## src/rtl/itlb_micro_pkg.sv

```systemverilog
// -----------------------------------------------------------------------------
// itlb_micro_pkg
// Shared CPU-side types for the instruction micro-TLB:
//   virt_t        - 32-bit virtual address
//   tlb_result_t  - main-TLB lookup result (miss, valid, phys_addr, g, cached)
//   utlb_entry_t  - one micro-TLB entry
//   utlb_state_t  - micro-TLB controller state
// Also holds the default entry count and the unmapped-segment test.
// -----------------------------------------------------------------------------
package itlb_micro_pkg;

    typedef logic [31:0] virt_t;

    typedef struct packed {
        logic        miss;
        logic        valid;
        logic [31:0] phys_addr;
        logic        g;
        logic        cached;
    } tlb_result_t;

    typedef struct packed {
        logic        valid;
        logic [19:0] vpn;
        logic [7:0]  asid;
        logic        g;
        logic [19:0] pfn;
        logic        cached;
    } utlb_entry_t;

    typedef enum logic {
        IDLE   = 1'b0,
        REFILL = 1'b1
    } utlb_state_t;

    localparam int UTLB_ENTRIES_DEF = 4;

    // kseg0/kseg1: translated by address arithmetic, never through the TLB
    function automatic logic is_unmapped(input virt_t va);
        return (va[31:30] == 2'b10);
    endfunction

endpackage

```

## src/rtl/itlb_micro_utlb_match.sv

```systemverilog
// -----------------------------------------------------------------------------
// itlb_micro_utlb_match
// Combinational fully-associative compare of all micro-TLB entries.
// Ports:
//   i_entries   - entry array
//   i_vpn       - virtual page number being looked up
//   i_asid      - live ASID
//   o_hit       - at least one entry matches
//   o_hit_idx   - index of the matching entry (lowest index on multi-match)
//   o_hit_entry - contents of the selected entry
// -----------------------------------------------------------------------------
module itlb_micro_utlb_match
    import itlb_micro_pkg::*;
#(
    parameter int N     = 4,
    parameter int PTR_W = 2
) (
    input  utlb_entry_t       i_entries [N],
    input  logic [19:0]       i_vpn,
    input  logic [7:0]        i_asid,
    output logic              o_hit,
    output logic [PTR_W-1:0]  o_hit_idx,
    output utlb_entry_t       o_hit_entry
);

    logic [N-1:0] w_match;

    always_comb begin
        for (int i = 0; i < N; i++) begin
            w_match[i] = i_entries[i].valid
                       & (i_entries[i].vpn == i_vpn)
                       & (i_entries[i].g | (i_entries[i].asid == i_asid));
        end
    end

    // Scan from the top so the lowest matching index is the last to be written.
    always_comb begin
        o_hit     = 1'b0;
        o_hit_idx = '0;
        for (int i = N - 1; i >= 0; i--) begin
            if (w_match[i]) begin
                o_hit     = 1'b1;
                o_hit_idx = PTR_W'(i);
            end
        end
    end

    assign o_hit_entry = i_entries[o_hit_idx];

endmodule

```

## src/rtl/itlb_micro.sv

```systemverilog
// -----------------------------------------------------------------------------
// itlb_micro
// Fully-associative instruction micro-TLB between fetch and the main TLB.
// Hit: 1-cycle response. Micro miss: one REFILL cycle querying the main TLB
// combinationally, then a 2nd-cycle response and round-robin fill.
// Main-TLB misses and invalid pages are reported and never cached.
//
// Ports:
//   clk, reset         - clock, synchronous active-high reset
//   asid               - current EntryHi.ASID
//   flush              - invalidate all entries (TLBWI/TLBWR commit)
//   req_valid/vaddr    - fetch request; req_ready high in IDLE
//   resp_valid         - one-cycle response strobe
//   resp_paddr/miss/invalid/uncached - response payload, held between strobes
//   tlb_vaddr          - address to main TLB instruction lookup port
//   tlb_result         - combinational main-TLB result for tlb_vaddr
//   hit_cnt, miss_cnt  - performance counters (UTLB_PERF_CNT_EN only)
//
// Build option: define UTLB_PERF_CNT_EN to add saturating hit/miss counters.
//
// state  | meaning
// -------+--------------------------------------------------------------
// IDLE   | accepting requests; hits and unmapped answered next cycle
// REFILL | one cycle: main TLB looked up on held vaddr, result registered
// -----------------------------------------------------------------------------
module itlb_micro
    import itlb_micro_pkg::*;
#(
    parameter int UTLB_ENTRIES = UTLB_ENTRIES_DEF
) (
    input  logic        clk,
    input  logic        reset,
    input  logic [7:0]  asid,
    input  logic        flush,
    input  logic        req_valid,
    input  virt_t       req_vaddr,
    output logic        req_ready,
    output logic        resp_valid,
    output logic [31:0] resp_paddr,
    output logic        resp_miss,
    output logic        resp_invalid,
    output logic        resp_uncached,
    output virt_t       tlb_vaddr,
    input  tlb_result_t tlb_result
`ifdef UTLB_PERF_CNT_EN
    ,
    output logic [31:0] hit_cnt,
    output logic [31:0] miss_cnt
`endif
);

    localparam int PTR_W = $clog2(UTLB_ENTRIES);

    utlb_state_t      r_state;
    utlb_state_t      w_state_nxt;
    virt_t            r_vaddr;
    utlb_entry_t      r_entries [UTLB_ENTRIES];
    logic [PTR_W-1:0] r_rr;

    logic        r_resp_valid;
    logic [31:0] r_resp_paddr;
    logic        r_resp_miss;
    logic        r_resp_invalid;
    logic        r_resp_uncached;

    logic             w_accept;
    logic             w_unmapped;
    logic             w_in_refill;
    logic             w_hit;
    logic [PTR_W-1:0] w_hit_idx;
    utlb_entry_t      w_hit_entry;
    logic             w_fill;

    itlb_micro_utlb_match #(
        .N     (UTLB_ENTRIES),
        .PTR_W (PTR_W)
    ) u_match (
        .i_entries   (r_entries),
        .i_vpn       (req_vaddr[31:12]),
        .i_asid      (asid),
        .o_hit       (w_hit),
        .o_hit_idx   (w_hit_idx),
        .o_hit_entry (w_hit_entry)
    );

    // Only pfn/cached of the selected entry feed the response; index and tag
    // fields are available for debug but not needed here.
    logic w_unused_match;
    assign w_unused_match = &{1'b0, w_hit_idx, w_hit_entry.valid,
                              w_hit_entry.vpn, w_hit_entry.asid, w_hit_entry.g};

    assign w_unmapped = is_unmapped(req_vaddr);
    assign w_accept   = req_valid & req_ready;

    // FSM: state register
    always_ff @(posedge clk) begin
        if (reset) begin
            r_state <= IDLE;
        end else begin
            r_state <= w_state_nxt;
        end
    end

    // FSM: next state
    always_comb begin
        w_state_nxt = r_state;
        case (r_state)
            IDLE: begin
                if (w_accept && !w_unmapped && !w_hit) begin
                    w_state_nxt = REFILL;
                end
            end
            REFILL: begin
                w_state_nxt = IDLE;
            end
            default: begin
                w_state_nxt = IDLE;
            end
        endcase
    end

    // FSM: outputs
    always_comb begin
        req_ready   = 1'b0;
        w_in_refill = 1'b0;
        case (r_state)
            IDLE:    req_ready   = 1'b1;
            REFILL:  w_in_refill = 1'b1;
            default: req_ready   = 1'b0;
        endcase
    end

    // A flush in the refill cycle drops the fill but not the response.
    assign w_fill = w_in_refill & ~tlb_result.miss & tlb_result.valid & ~flush;

    // Held address, response registers, entry array and round-robin pointer
    always_ff @(posedge clk) begin
        if (reset) begin
            r_vaddr         <= '0;
            r_rr            <= '0;
            r_resp_valid    <= 1'b0;
            r_resp_paddr    <= '0;
            r_resp_miss     <= 1'b0;
            r_resp_invalid  <= 1'b0;
            r_resp_uncached <= 1'b0;
            for (int i = 0; i < UTLB_ENTRIES; i++) begin
                r_entries[i] <= '0;
            end
        end else begin
            r_resp_valid <= 1'b0;

            if (w_accept) begin
                r_vaddr <= req_vaddr;
                if (w_unmapped) begin
                    r_resp_valid    <= 1'b1;
                    r_resp_paddr    <= {3'b000, req_vaddr[28:0]};
                    r_resp_uncached <= req_vaddr[29];
                    r_resp_miss     <= 1'b0;
                    r_resp_invalid  <= 1'b0;
                end else if (w_hit) begin
                    r_resp_valid    <= 1'b1;
                    r_resp_paddr    <= {w_hit_entry.pfn, req_vaddr[11:0]};
                    r_resp_uncached <= ~w_hit_entry.cached;
                    r_resp_miss     <= 1'b0;
                    r_resp_invalid  <= 1'b0;
                end
            end

            if (w_in_refill) begin
                r_resp_valid <= 1'b1;
                if (tlb_result.miss) begin
                    r_resp_paddr    <= '0;
                    r_resp_miss     <= 1'b1;
                    r_resp_invalid  <= 1'b0;
                    r_resp_uncached <= 1'b0;
                end else if (!tlb_result.valid) begin
                    r_resp_paddr    <= '0;
                    r_resp_miss     <= 1'b0;
                    r_resp_invalid  <= 1'b1;
                    r_resp_uncached <= 1'b0;
                end else begin
                    r_resp_paddr    <= tlb_result.phys_addr;
                    r_resp_miss     <= 1'b0;
                    r_resp_invalid  <= 1'b0;
                    r_resp_uncached <= ~tlb_result.cached;
                end
            end

            if (w_fill) begin
                r_entries[r_rr].valid  <= 1'b1;
                r_entries[r_rr].vpn    <= r_vaddr[31:12];
                r_entries[r_rr].asid   <= asid;
                r_entries[r_rr].g      <= tlb_result.g;
                r_entries[r_rr].pfn    <= tlb_result.phys_addr[31:12];
                r_entries[r_rr].cached <= tlb_result.cached;
                r_rr                   <= r_rr + 1'b1;
            end

            if (flush) begin
                for (int i = 0; i < UTLB_ENTRIES; i++) begin
                    r_entries[i].valid <= 1'b0;
                end
            end
        end
    end

    assign resp_valid    = r_resp_valid;
    assign resp_paddr    = r_resp_paddr;
    assign resp_miss     = r_resp_miss;
    assign resp_invalid  = r_resp_invalid;
    assign resp_uncached = r_resp_uncached;
    assign tlb_vaddr     = r_vaddr;

`ifdef UTLB_PERF_CNT_EN
    logic [31:0] r_hit_cnt;
    logic [31:0] r_miss_cnt;

    always_ff @(posedge clk) begin
        if (reset) begin
            r_hit_cnt  <= '0;
            r_miss_cnt <= '0;
        end else if (w_accept && !w_unmapped) begin
            if (w_hit) begin
                if (r_hit_cnt != 32'hFFFF_FFFF) r_hit_cnt <= r_hit_cnt + 32'd1;
            end else begin
                if (r_miss_cnt != 32'hFFFF_FFFF) r_miss_cnt <= r_miss_cnt + 32'd1;
            end
        end
    end

    assign hit_cnt  = r_hit_cnt;
    assign miss_cnt = r_miss_cnt;
`endif

endmodule

```

## config.mk

```make
export PLATFORM = sky130hd
export DESIGN_NAME = itlb_micro
export DESIGN_NICKNAME = d
export VERILOG_FILES = /design/src/rtl/itlb_micro_pkg.sv /design/src/rtl/itlb_micro_utlb_match.sv /design/src/rtl/itlb_micro.sv
export SDC_FILE = /design/constraint.sdc
export NUM_CORES = 1
export LEC_CHECK = 0
export BUFFER_PORTS_ARGS = -buffer_cell sky130_fd_sc_hd__buf_2
export CORE_MARGIN = 8
export CORE_UTILIZATION = 35
export CTS_CLUSTER_DIAMETER = 150
export DETAILED_ROUTE_END_ITERATION = 16
export PLACE_DENSITY = 0.53
export SYNTH_ARGS = -nofsm -noshare
export SYNTH_HDL_FRONTEND = slang
export SYNTH_SLANG_ARGS = --single-unit
```

## constraint.sdc

```tcl
create_clock -name clk -period 5.8 [get_ports clk]
set_input_delay 0.58 -clock clk [delete_from_list [all_inputs] [get_ports clk]]
set_output_delay 0.58 -clock clk [all_outputs]
set_load 0.05 [all_outputs]
```

Yosys cells after proc, flatten, opt, wreduce, memory -nomap -nowiden
Index checks and enable logic that the tools add are counted.

storage, ports and cells
  register bits after elaboration = 275
  input bits = 80
  output and inout port bits = 69
  word-level logic and storage cells = 134

cells by class
  $add $sub $neg = 1
  order comparisons = 3
  equal/unequal tests = 9
  muxes and demuxes = 57
  bitwise logic cells = 23
  reductions and logical operators = 9

operators by type and width
  cell                                                                  number
  204-bit bitwise mux                                                   6
  51-bit demux with 2-bit select                                        6
  32-bit 2-to-1 mux                                                     6
  51-bit binary-select mux with 2-bit select                            1
  20-bit == test                                                        4
  21-bit 2-to-1 mux                                                     3
  51-bit 2-to-1 mux                                                     1
  50-bit 2-to-1 mux                                                     1
  8-bit == test                                                         4
  30-bit 2-to-1 mux                                                     1
  1-bit 2-to-1 mux                                                      26
  22-bit 2-to-1 mux                                                     1
  1-bit bitwise AND                                                     12
  2-bit 2-to-1 mux                                                      4
  3-bit greater-or-equal comparator, second input constant              2
  2-bit inverter with 3-bit output                                      2
  1-bit inverter                                                        5
  1-bit bitwise OR                                                      4
  1-bit logical AND                                                     3
  3-bit by 1-bit < comparator with 1-bit output, second input constant  1
  3-bit nonzero test                                                    1
  2-bit by 1-bit adder with 2-bit output, second input constant         1
  2-bit == test, second input constant                                  1
  1-bit logical NOT                                                     2
  other kinds (4)                                                       4

Logic depth before layout (Yosys ltp)
Gate-level depths: netlist of run 1.

  word-level depth = 16
  depth in mapped cells = 12
  depth with buffers taken out = 8

Hierarchy
From an unflattened synthesis of run 1, not the netlist that was laid out.

unflattened totals
  cell total of the unflattened synthesis = 1615
  area, all modules = 13535.5 um^2

by module, submodules not included
  module                 times used  cells an instance  area an instance (um^2)  sequential area each (um^2)
  itlb_micro             1           1245               10264.8                  5505.3
  itlb_micro_utlb_match  1           370                3270.6                   0.0

Least setup slack after synthesis of run 1
Ideal clock, no wire load.

  kind = input -> register
  start point = input asid[0]
  end point = register r_resp_paddr[19] (netlist: resp_paddr[19])
  library setup time = 0.124 ns
  arrival time = 2.772 ns
  data required time = 5.676 ns
  setup slack = 2.904 ns
  cell stages on the path = 11
  path buffers = 3
  cells stage by stage = buf_2 -> xor2_1 -> nor4_1 -> a21oi_1 -> or4_4 -> o21a_1 -> buf_4 -> o211ai_4 -> buf_4 -> o211a_1 -> a21oi_1

between the ends
  word-level cells in the longest chain between the ends = 15
  elaborated cells on any way between the ends = 30
  classes of those cells = eq/ne (4); mux (15); bitwise (9); reduce/logical (2)

RTL lines
  what                                                    RTL line                     RTL
  from (decl)                                             itlb_micro.sv:33             input logic [7:0] asid,
  8-bit == test                                           itlb_micro_utlb_match.sv:32  & (i_entries[i].g | (i_entries[i].asid == i_asid));
  1-bit bitwise OR                                        itlb_micro_utlb_match.sv:32
  1-bit bitwise AND                                       itlb_micro_utlb_match.sv:32
  2-bit 2-to-1 mux (4 in a row)                           itlb_micro_utlb_match.sv:41  if (w_match[i]) begin
  2-bit inverter with 3-bit output (implied by the code)  itlb_micro_utlb_match.sv:48  assign o_hit_entry = i_entries[o_hit_idx];
  51-bit binary-select mux with 2-bit select              itlb_micro_utlb_match.sv:48
  21-bit 2-to-1 mux (implied by the code) (2 in a row)    itlb_micro_utlb_match.sv:48
  32-bit 2-to-1 mux                                       itlb_micro.sv:160            end else if (w_hit) begin
  32-bit 2-to-1 mux                                       itlb_micro.sv:154            if (w_unmapped) begin
  32-bit 2-to-1 mux                                       itlb_micro.sv:152            if (w_accept) begin
  32-bit 2-to-1 mux                                       itlb_micro.sv:169            if (w_in_refill) begin
  to (signal assigned)                                    itlb_micro.sv:156            r_resp_paddr <= {3'b000, req_vaddr[28:0]};
  to (signal assigned)                                    itlb_micro.sv:162            r_resp_paddr <= {w_hit_entry.pfn, req_vaddr[11:0]};
  to (signal assigned)                                    itlb_micro.sv:182            r_resp_paddr <= tlb_result.phys_addr;
  to (decl)                                               itlb_micro.sv:61             logic [31:0] r_resp_paddr;

Parallel ways exist; a longest one is shown, timed or not. The select of a mux whose other input is x is not followed.
A chain may end at the register's enable or synchronous reset.

Worst setup path in the final report of run 1
  start point = register r_entries[182] in the netlist's numbering
  end point = register r_resp_paddr[3] (netlist: resp_paddr[3])

between the ends
  word-level cells in the longest chain between the ends = 6

RTL lines
  what                           RTL line                     RTL
  from (decl)                    itlb_micro.sv:57             utlb_entry_t r_entries [UTLB_ENTRIES];
  8-bit == test                  itlb_micro_utlb_match.sv:32
  1-bit bitwise OR               itlb_micro_utlb_match.sv:32
  1-bit bitwise AND              itlb_micro_utlb_match.sv:32
  1-bit 2-to-1 mux               itlb_micro_utlb_match.sv:41
  3-bit nonzero test (no line)   --
  2-bit AND reduction (no line)  --

No other way between the ends.

==> results summary, run 1 <==
The flow ran to the end, and the final reports show no timing, DRC or antenna violations. For the final database, setup skew stands at 0.0156 ns. sky130_fd_sc_hd__dfxtp_1 takes more of the synthesized area than any other cell.

The leakage power summed over all cells is 5.51 nW. By startpoint and endpoint, the worst setup path is classified as reg -> reg. In this run the standard cell core region covers 35700 um2. The max-slew violation count is 0. The placement-stage cell area is 13600 um2. In this run the power density over the cells is 302 nW/um2. Clock-pin slew was measured on the worst setup and hold paths at 0.06 ns. The final-report hold violation count came out at 0. STA classifies the critical path startpoint as a flop. The synthesized design devotes to its leading area cell type 43.3% of total area. Summed over all layers, the global routing overflow is 0. The synthesized net count is 1719. The final layout net count is 1780.

The slowest cell on the critical path is sky130_fd_sc_hd__or4_1. The starting utilization of the core area is 35.6%. Setup repair after global routing left no endpoint under its margin.

The area of the multi-input gates is 6510 um2. Yosys mapped a number of flops with a built-in enable equal to 0. The synthesized area per cell is 7.77 um2.

The summed instance area of the synthesized netlist is 12700 um2. The total via count after detailed routing is 11466. The final setup violation count is 0.

The predominant post-synthesis flop cell is sky130_fd_sc_hd__dfxtp_1. Counting the fill cells in the layout gives 3689. The layout overhead on the synthesized area is 15.6%. Counting along the longest clock path gives a buffer depth of 3. The number of buffer and inverter stages on the critical path came out at 1.

Entering global routing, the biggest net connects 155 pins. The accumulated negative setup slack came out at 0 ns. The clock insertion delay at the later pin of the skew report came out at 0.58 ns. The sequential cell area fraction in the yosys report came out at 43.3%.

The number of sinks driven by the clock tree is 275. The largest stage delay on the critical path came out at 0.98 ns. The routed wire length is 44100 um. The Yosys step of the flow raised 0 warnings.

The number of gates resized after cts is 0. The via count of the first global-routing pass is 11230. The maximum operating frequency came out at 0.278 GHz.

The area enclosed by the die boundary is 42600 um2. At the worst endpoint, the arrival time is 4.01 ns. The kind of cell adding the most delay to the critical path is simple AND/OR/NAND/NOR gates. The share of async-settable or async-resettable flops after synthesis is 0%. The fraction of the cycle the final worst path needs is 62.0%. In this run the worst path has a maximum fanout of 28.

Buffers placed on the I/O ports in this run total 148. Yosys attributes the largest share of cell area to sky130_fd_sc_hd__dfxtp_1 43%, sky130_fd_sc_hd__nand2_1 15%, sky130_fd_sc_hd__a21oi_1 10%. Routability-driven placement finished with a final weighted congestion of 0.896.

The remaining antenna violation count after routing came out at 0. Walking the worst path, the cells encountered are xor2_1, nor4_1, a21oi_1, or4_1, and3_4, a21boi_4, buf_4, a21o_1, a211oi_2. The data required time of the critical path came out at 6.21 ns. TritonCTS built the clock tree.

The floorplan row count is 69. The number of buffers inserted during clock tree synthesis is 31. The all-layer global routing usage is 20.2%.

Pin placement for this block handled 149 I/O pins. The die is 206 um wide. The headroom to the max-slew limit came out at 25.9%. The vertical die dimension came out at 206 um. The post-route netlist has 16.1% of its cells at a drive strength greater than 1. The average wire per standard cell is 20.2 um. Using the TritonRoute via totals, the vias-per-cell ratio works out to 5.26.

The count of hold buffers inserted by post-cts repair is 0. The maximum vdd drop came out at 0.230 mV. The number of maximum-capacitance constraint violations came out at 0. The finished cells cover 14700 um2. The violation count after the first detailed-route iteration came out at 735. For the pin with the worst max-slew slack, the measured transition is 1.11 ns. The class of the most critical hold timing path is in -> reg. In this run the number of H-tree levels came out at 1. The wire length of the first global-routing pass came out at 67700 um. For this run, design rule violations remaining after detail routing come to 0. The root buffer selected by CTS is sky130_fd_sc_hd__clkbuf_16.

Counting flops and latches in the post-synthesis netlist gives 275. STA classifies the critical path endpoint as a flop. The final critical path time including I/O delays and setup is 3.60 ns.

In the synthesized netlist, the number of instances is 1635. The initial antenna violation count is 3. Once the clock tree was built, the setup fixing pass inserted 0 buffers.

The count of cell types in the netlist came out at 56. For this run, the detailed router's first-pass iteration total came to 5. The half-perimeter wire length after placement is 28900 um. The sequential cell area came out at 5510 um2.
synthesized netlist by cell type, types with 18 or more instances:
cell,number
sky130_fd_sc_hd__nand2_1,494
sky130_fd_sc_hd__dfxtp_1,275
sky130_fd_sc_hd__a21oi_1,255
sky130_fd_sc_hd__clkbuf_1,100
sky130_fd_sc_hd__xor2_1,92
sky130_fd_sc_hd__nor2_1,43
sky130_fd_sc_hd__nor4_1,36
sky130_fd_sc_hd__inv_1,33
sky130_fd_sc_hd__buf_2,28
sky130_fd_sc_hd__nand3_1,22
sky130_fd_sc_hd__and2_1,21
sky130_fd_sc_hd__xnor2_1,21
sky130_fd_sc_hd__nor3_1,19
sky130_fd_sc_hd__o211a_1,18
sky130_fd_sc_hd__o21ai_0,18
cell type report:
type / count / area share [%]
diodes: 1 / 0.0170
clock buffers: 42 / 6.18
clock inverters: 13 / 1.07
inverters: 33 / 0.844
multi-input cells: 1189 / 44.4
flip-flops and latches: 275 / 37.5
well taps: 461 / 3.93
repair buffers: 166 / 6.11
power breakdown:
part           switching (mW)  total [mW]  internal (mW)
Combinational           0.315       0.429          0.114
Sequential             0.0300        1.95           1.92
Clock                   0.827        2.05           1.22
flip-flops by register name, indices dropped and copies added, names as in the netlist:
name	count
r_entries	204
r_state	1
r_rr	2
resp_paddr	32
tlb_vaddr	32
resp_uncached	1
resp_invalid	1
resp_valid	1
resp_miss	1
worst min-delay path: stages:
cell                      delay, ns
sky130_fd_sc_hd__buf_2         0.10
sky130_fd_sc_hd__nand2_1       0.05
sky130_fd_sc_hd__a21oi_1       0.05
routing by layer:
| layer | GRT usage [%] | share of wire (%) |
|---|---|---|
| met1 | 27.1 | 45 |
| met2 | 32.8 | 46 |
| met3 | 3.67 | 6.4 |
| met4 | 5.89 | 2.7 |
| met5 | 0 | 0.052 |
cell families after synthesis:
kind of cell / count (synthesis) / share of synthesized area [%]
AND/OR/NAND/NOR: 678 / 22.9
AO/OA/AOI/OAI: 389 / 19.5
XOR/XNOR: 113 / 7.79
adder cells (fa/ha/maj): 4 / 0.394
multiplexers: 5 / 0.433
flip-flops: 275 / 43.3
buffers and inverters: 171 / 5.68
cells in the final DEF (no fill, tap or decap), types with 4 or more instances in the layout:
cell	n
sky130_fd_sc_hd__nand4_1	11
sky130_fd_sc_hd__clkbuf_8	10
sky130_fd_sc_hd__and2_1	17
sky130_fd_sc_hd__and2_2	4
sky130_fd_sc_hd__nor3_1	19
sky130_fd_sc_hd__a211oi_2	12
sky130_fd_sc_hd__nor2_1	43
sky130_fd_sc_hd__o31ai_1	17
sky130_fd_sc_hd__xor2_1	92
sky130_fd_sc_hd__or4_1	6
sky130_fd_sc_hd__a221oi_1	17
sky130_fd_sc_hd__nor4_1	35
sky130_fd_sc_hd__inv_1	33
sky130_fd_sc_hd__mux2_2	4
sky130_fd_sc_hd__o211a_1	18
sky130_fd_sc_hd__buf_2	147
sky130_fd_sc_hd__nand3_1	22
sky130_fd_sc_hd__buf_4	17
sky130_fd_sc_hd__dfxtp_1	275
sky130_fd_sc_hd__nand2_1	490
sky130_fd_sc_hd__clkinv_2	8
sky130_fd_sc_hd__a21o_1	12
sky130_fd_sc_hd__xnor2_1	21
sky130_fd_sc_hd__nand2_2	4
sky130_fd_sc_hd__o21ai_0	18
sky130_fd_sc_hd__ha_1	4
sky130_fd_sc_hd__o21a_1	5
sky130_fd_sc_hd__clkbuf_16	31
sky130_fd_sc_hd__a21bo_2	17
sky130_fd_sc_hd__a21oi_1	255
metrics by stage:
step / utilization [%] / total power, mW / std cells / hold slack, ns / setup WS [ns]
floorplan: - / 2.28 / 1635 / 0.431 / 2.90
global placement: 38.2 / 2.42 / 2124 / 0.439 / 1.81
detailed placement: 38.2 / 2.42 / 2124 / 0.443 / 1.60
CTS: 41.2 / 4.47 / 2179 / 0.246 / 2.06
global route: 41.2 / 4.58 / 2180 / 0.256 / 1.97
finish: 41.2 / 4.43 / 2180 / 0.267 / 2.20
worst paths after layout:
check	cells after the start	slack (ns)	to	startpoint
setup / recovery	9	2.20	resp_paddr[3]	r_entries[182]
hold / removal	3	0.27	tlb_vaddr[9]	req_vaddr[9]
setup reg to reg	9	2.20	resp_paddr[3]	r_entries[182]
hold reg to reg	2	0.45	r_entries[59]	r_entries[59]
No activity file was read; power rests on OpenSTA's default activity.
==> inputs of run 2 (changes only) <==
PLACE_DENSITY = 0.55   (was 0.53)
clock period = 3.22 ns   (was 5.8 ns; I/O delays follow)
==> run 2 against run 1 <==
  * Global-route usage rose by 0.86 points
  * Register-to-register slack got worse by 1.9 ns
  * Hold slack got worse by 0.20 ns
  * Non-clock buffer count rose by 35
  * Final cell count rose by 1.7%
  * Flip-flop and latch count did not move
  * Critical path depth rose by 1
  * Sequential share of layout area fell by 0.77 points
  * Clock power rose by 75%
  * Clock-buffer cell count rose by 12
  * Highest routed layer unchanged
==> results summary, run 2 (synthesis gave the netlist of run 1 again) <==
The run finished with clean final reports. The leakage power summed over all cells came out at 5.68 nW. Routability-driven placement finished with a final weighted congestion of 0.924. The remaining antenna violation count after routing came out at 0.

More flip-flops sit in one register than any other, and that register is r_entries. In this run the clock root is driven by a sky130_fd_sc_hd__clkbuf_16. The routed wire length came out at 45700 um. The combinational cell fraction of total power came out at 10.1%. The number of buffers added on ports came out at 148. The clock insertion delay at the later pin of the skew report is 0.51 ns. The wire length of the first global-routing pass came out at 69600 um. In the global route stage, met1 resource usage came out at 28.5%.

The number of sinks driven by the clock tree came out at 275. In this run, CTS created clock tree buffers numbering 34. The average wire per standard cell came out at 20.6 um. Setup total negative slack on the finished layout was measured at 0 ns.

The max-slew violation count is 0. The data required time of the critical path is 3.66 ns. TritonCTS built the clock tree. Of the available clock period, the critical path in the final layout requires 91.3%. The worst path arrival time is 3.38 ns. In this run, post-CTS repair resized a total of 0 instances.

The register clock-pin slew on the reported worst setup and hold paths came out at 0.06 ns. The initial antenna violation count was 3. The fill cell total of the finished layout came out at 3686. In this run the cell area measured after placement is 14000 um2. During I/O placement, the number of pins put on the boundary was 149. The vertical die dimension came out at 206 um. The slew of the pin with the lowest slew margin is 0.947 ns.

The maximum vdd drop is 0.334 mV. The clock passes through at most 3 buffers. The worst setup path is of the reg -> reg kind.

The final-report hold violation count came to 0. The fraction of power consumed by the clock network came out at 45.5%. STA classifies the critical path endpoint as a flop. Using the TritonRoute via totals, the vias-per-cell ratio works out to 5.35. After the last flow step, the layout net total stands at 1818. Summed over all nets, the switching power comes to 2.09 mW. The overall overflow remaining after global route is 0. In this run the tightest slew margin relative to its limit is 36.7%. Entering global routing, the biggest net connects 97 pins. The final critical path time including I/O delays and setup came out at 2.94 ns. The smallest setup slack after layout is 0.281 ns. The number of cell instances on the worst register-to-register path came out at 10.

The layout overhead on the synthesized area is 18.0%. The power density over the cells is 528 nW/um2. The largest clock skew in the final design came out at 0.0245 ns. The internal power came out at 5.82 mW. The total area inside the core boundary comes to 35700 um2. The floorplan row count is 69.

The global-route track usage on met3 came out at 3.13%. The violation count after the first detailed-route iteration is 965. The class of the most critical hold timing path is in -> reg.

met2 is the most crowded layer. The count of hold buffers inserted by post-cts repair came out at 0. Before CTS, the worst setup slack after placement is 0.116 ns.

Once the clock tree was built, the setup fixing pass inserted 0 buffers. The worst hold path was traced through 3 stages. The most common cell after layout, fill and taps aside is sky130_fd_sc_hd__nand2_1. In the routed design, unresolved DRC markers number 0. For this configuration, the core starts out at a cell density of 35.6%. In the layout the commonest cells are 490 x sky130_fd_sc_hd__nand2_1, 275 x sky130_fd_sc_hd__dfxtp_1, 255 x sky130_fd_sc_hd__a21oi_1, 147 x sky130_fd_sc_hd__buf_2, 92 x sky130_fd_sc_hd__xor2_1. The via count of the first global-routing pass came out at 11362. The share of post-route cells with drive strength above 1 came out at 17.2%.

The total number of H-tree levels is 2. The die covers 42600 um2. Setup repair after global routing left no endpoint under its margin. The all-layer global routing usage is 21.1%. STA classifies the critical path startpoint as a flop. The half-perimeter wire length after placement is 31200 um. The floorplan step set the die width to 206 um. The detailed-routing iteration count for the pre-antenna-repair pass is 7. The met2 track demand over resource came out at 33.5%. The final design instance area without fill is 15000 um2.

Max-cap violations in this run came to 0. The final setup violation count came out at 0. The sequential power share came out at 44.4%. The maximum operating frequency is 0.340 GHz. The number of flip-flops under the largest register name is 204.

The proportion of total power due to net switching came out at 26.5%. The total via count after detailed routing came out at 11858. The highest fanout seen on the critical path is 19.

The worst hold slack is 0.0671 ns.
==> run 2: cell count changes in the layout (fill, tap and decap cells not counted), sizes merged <==
cell | previous run | this run
clkinv | 8 | 2
buf | 165 | 200
clkinvlp | 1 | 0
clkbuf | 43 | 55
bufinv | 3 | 0
==> run 2: layout make-up <==
cell class / instances / area, um2 / share of cell area (%)
timing repair buffer: 201 / 1250 / 8.32
inverter: 33 / 124 / 0.826
sequential: 275 / 5510 / 36.7
clock buffer: 54 / 1010 / 6.72
clock inverter: 3 / 18.8 / 0.125
multi-input combinational: 1189 / 6510 / 43.4
tap: 461 / 577 / 3.85
antenna: 1 / 2.50 / 0.0167
==> run 2: final timing paths <==
check	slack (ns)	to	startpoint
max	0.28	resp_paddr[13]	r_entries[175]
min	0.07	tlb_vaddr[3]	req_vaddr[3]
max reg2reg	0.28	resp_paddr[13]	r_entries[175]
min reg2reg	0.45	tlb_vaddr[5]	tlb_vaddr[5]
==> run 2: power groups by stage <==
stage / clock network, mW / registers (mW) / logic (mW)
6_report: 3.59 / 3.52 / 0.799
3_3_place_gp: 0 / 3.59 / 0.796
5_1_grt: 3.80 / 3.52 / 0.850
4_1_cts: 3.67 / 3.52 / 0.801
3_5_place_dp: 0 / 3.59 / 0.798
2_1_floorplan: 0 / 3.75 / 0.346
==> run 2: metrics by stage <==
stage / util [%] / power, mW / std cells
finish: 42.0 / 7.91 / 2217
detailed placement: 39.2 / 4.39 / 2159
floorplan: - / 4.10 / 1635
global route: 42.0 / 8.18 / 2216
CTS: 42.0 / 7.99 / 2216
global placement: 39.2 / 4.38 / 2159
==> run 2: worst max-delay path, cell delays in order (launching register included) <==
cell and delay [ns]:
sky130_fd_sc_hd__dfxtp_1 0.32, sky130_fd_sc_hd__xor2_1 0.16, sky130_fd_sc_hd__nor4_1 0.43, sky130_fd_sc_hd__a21oi_1 0.29
sky130_fd_sc_hd__or4_1 0.62, sky130_fd_sc_hd__buf_4 0.25, sky130_fd_sc_hd__o211ai_2 0.13, sky130_fd_sc_hd__o211ai_4 0.11
sky130_fd_sc_hd__buf_4 0.21, sky130_fd_sc_hd__o211a_1 0.22, sky130_fd_sc_hd__a21oi_1 0.12
==> run 2: metal layers <==
layer  vias up  routed length (um)
met5         -                  36
met4         6                1700
met3        90                2890
met2       409               20400
met1      5676               20700
li1       5677                   -
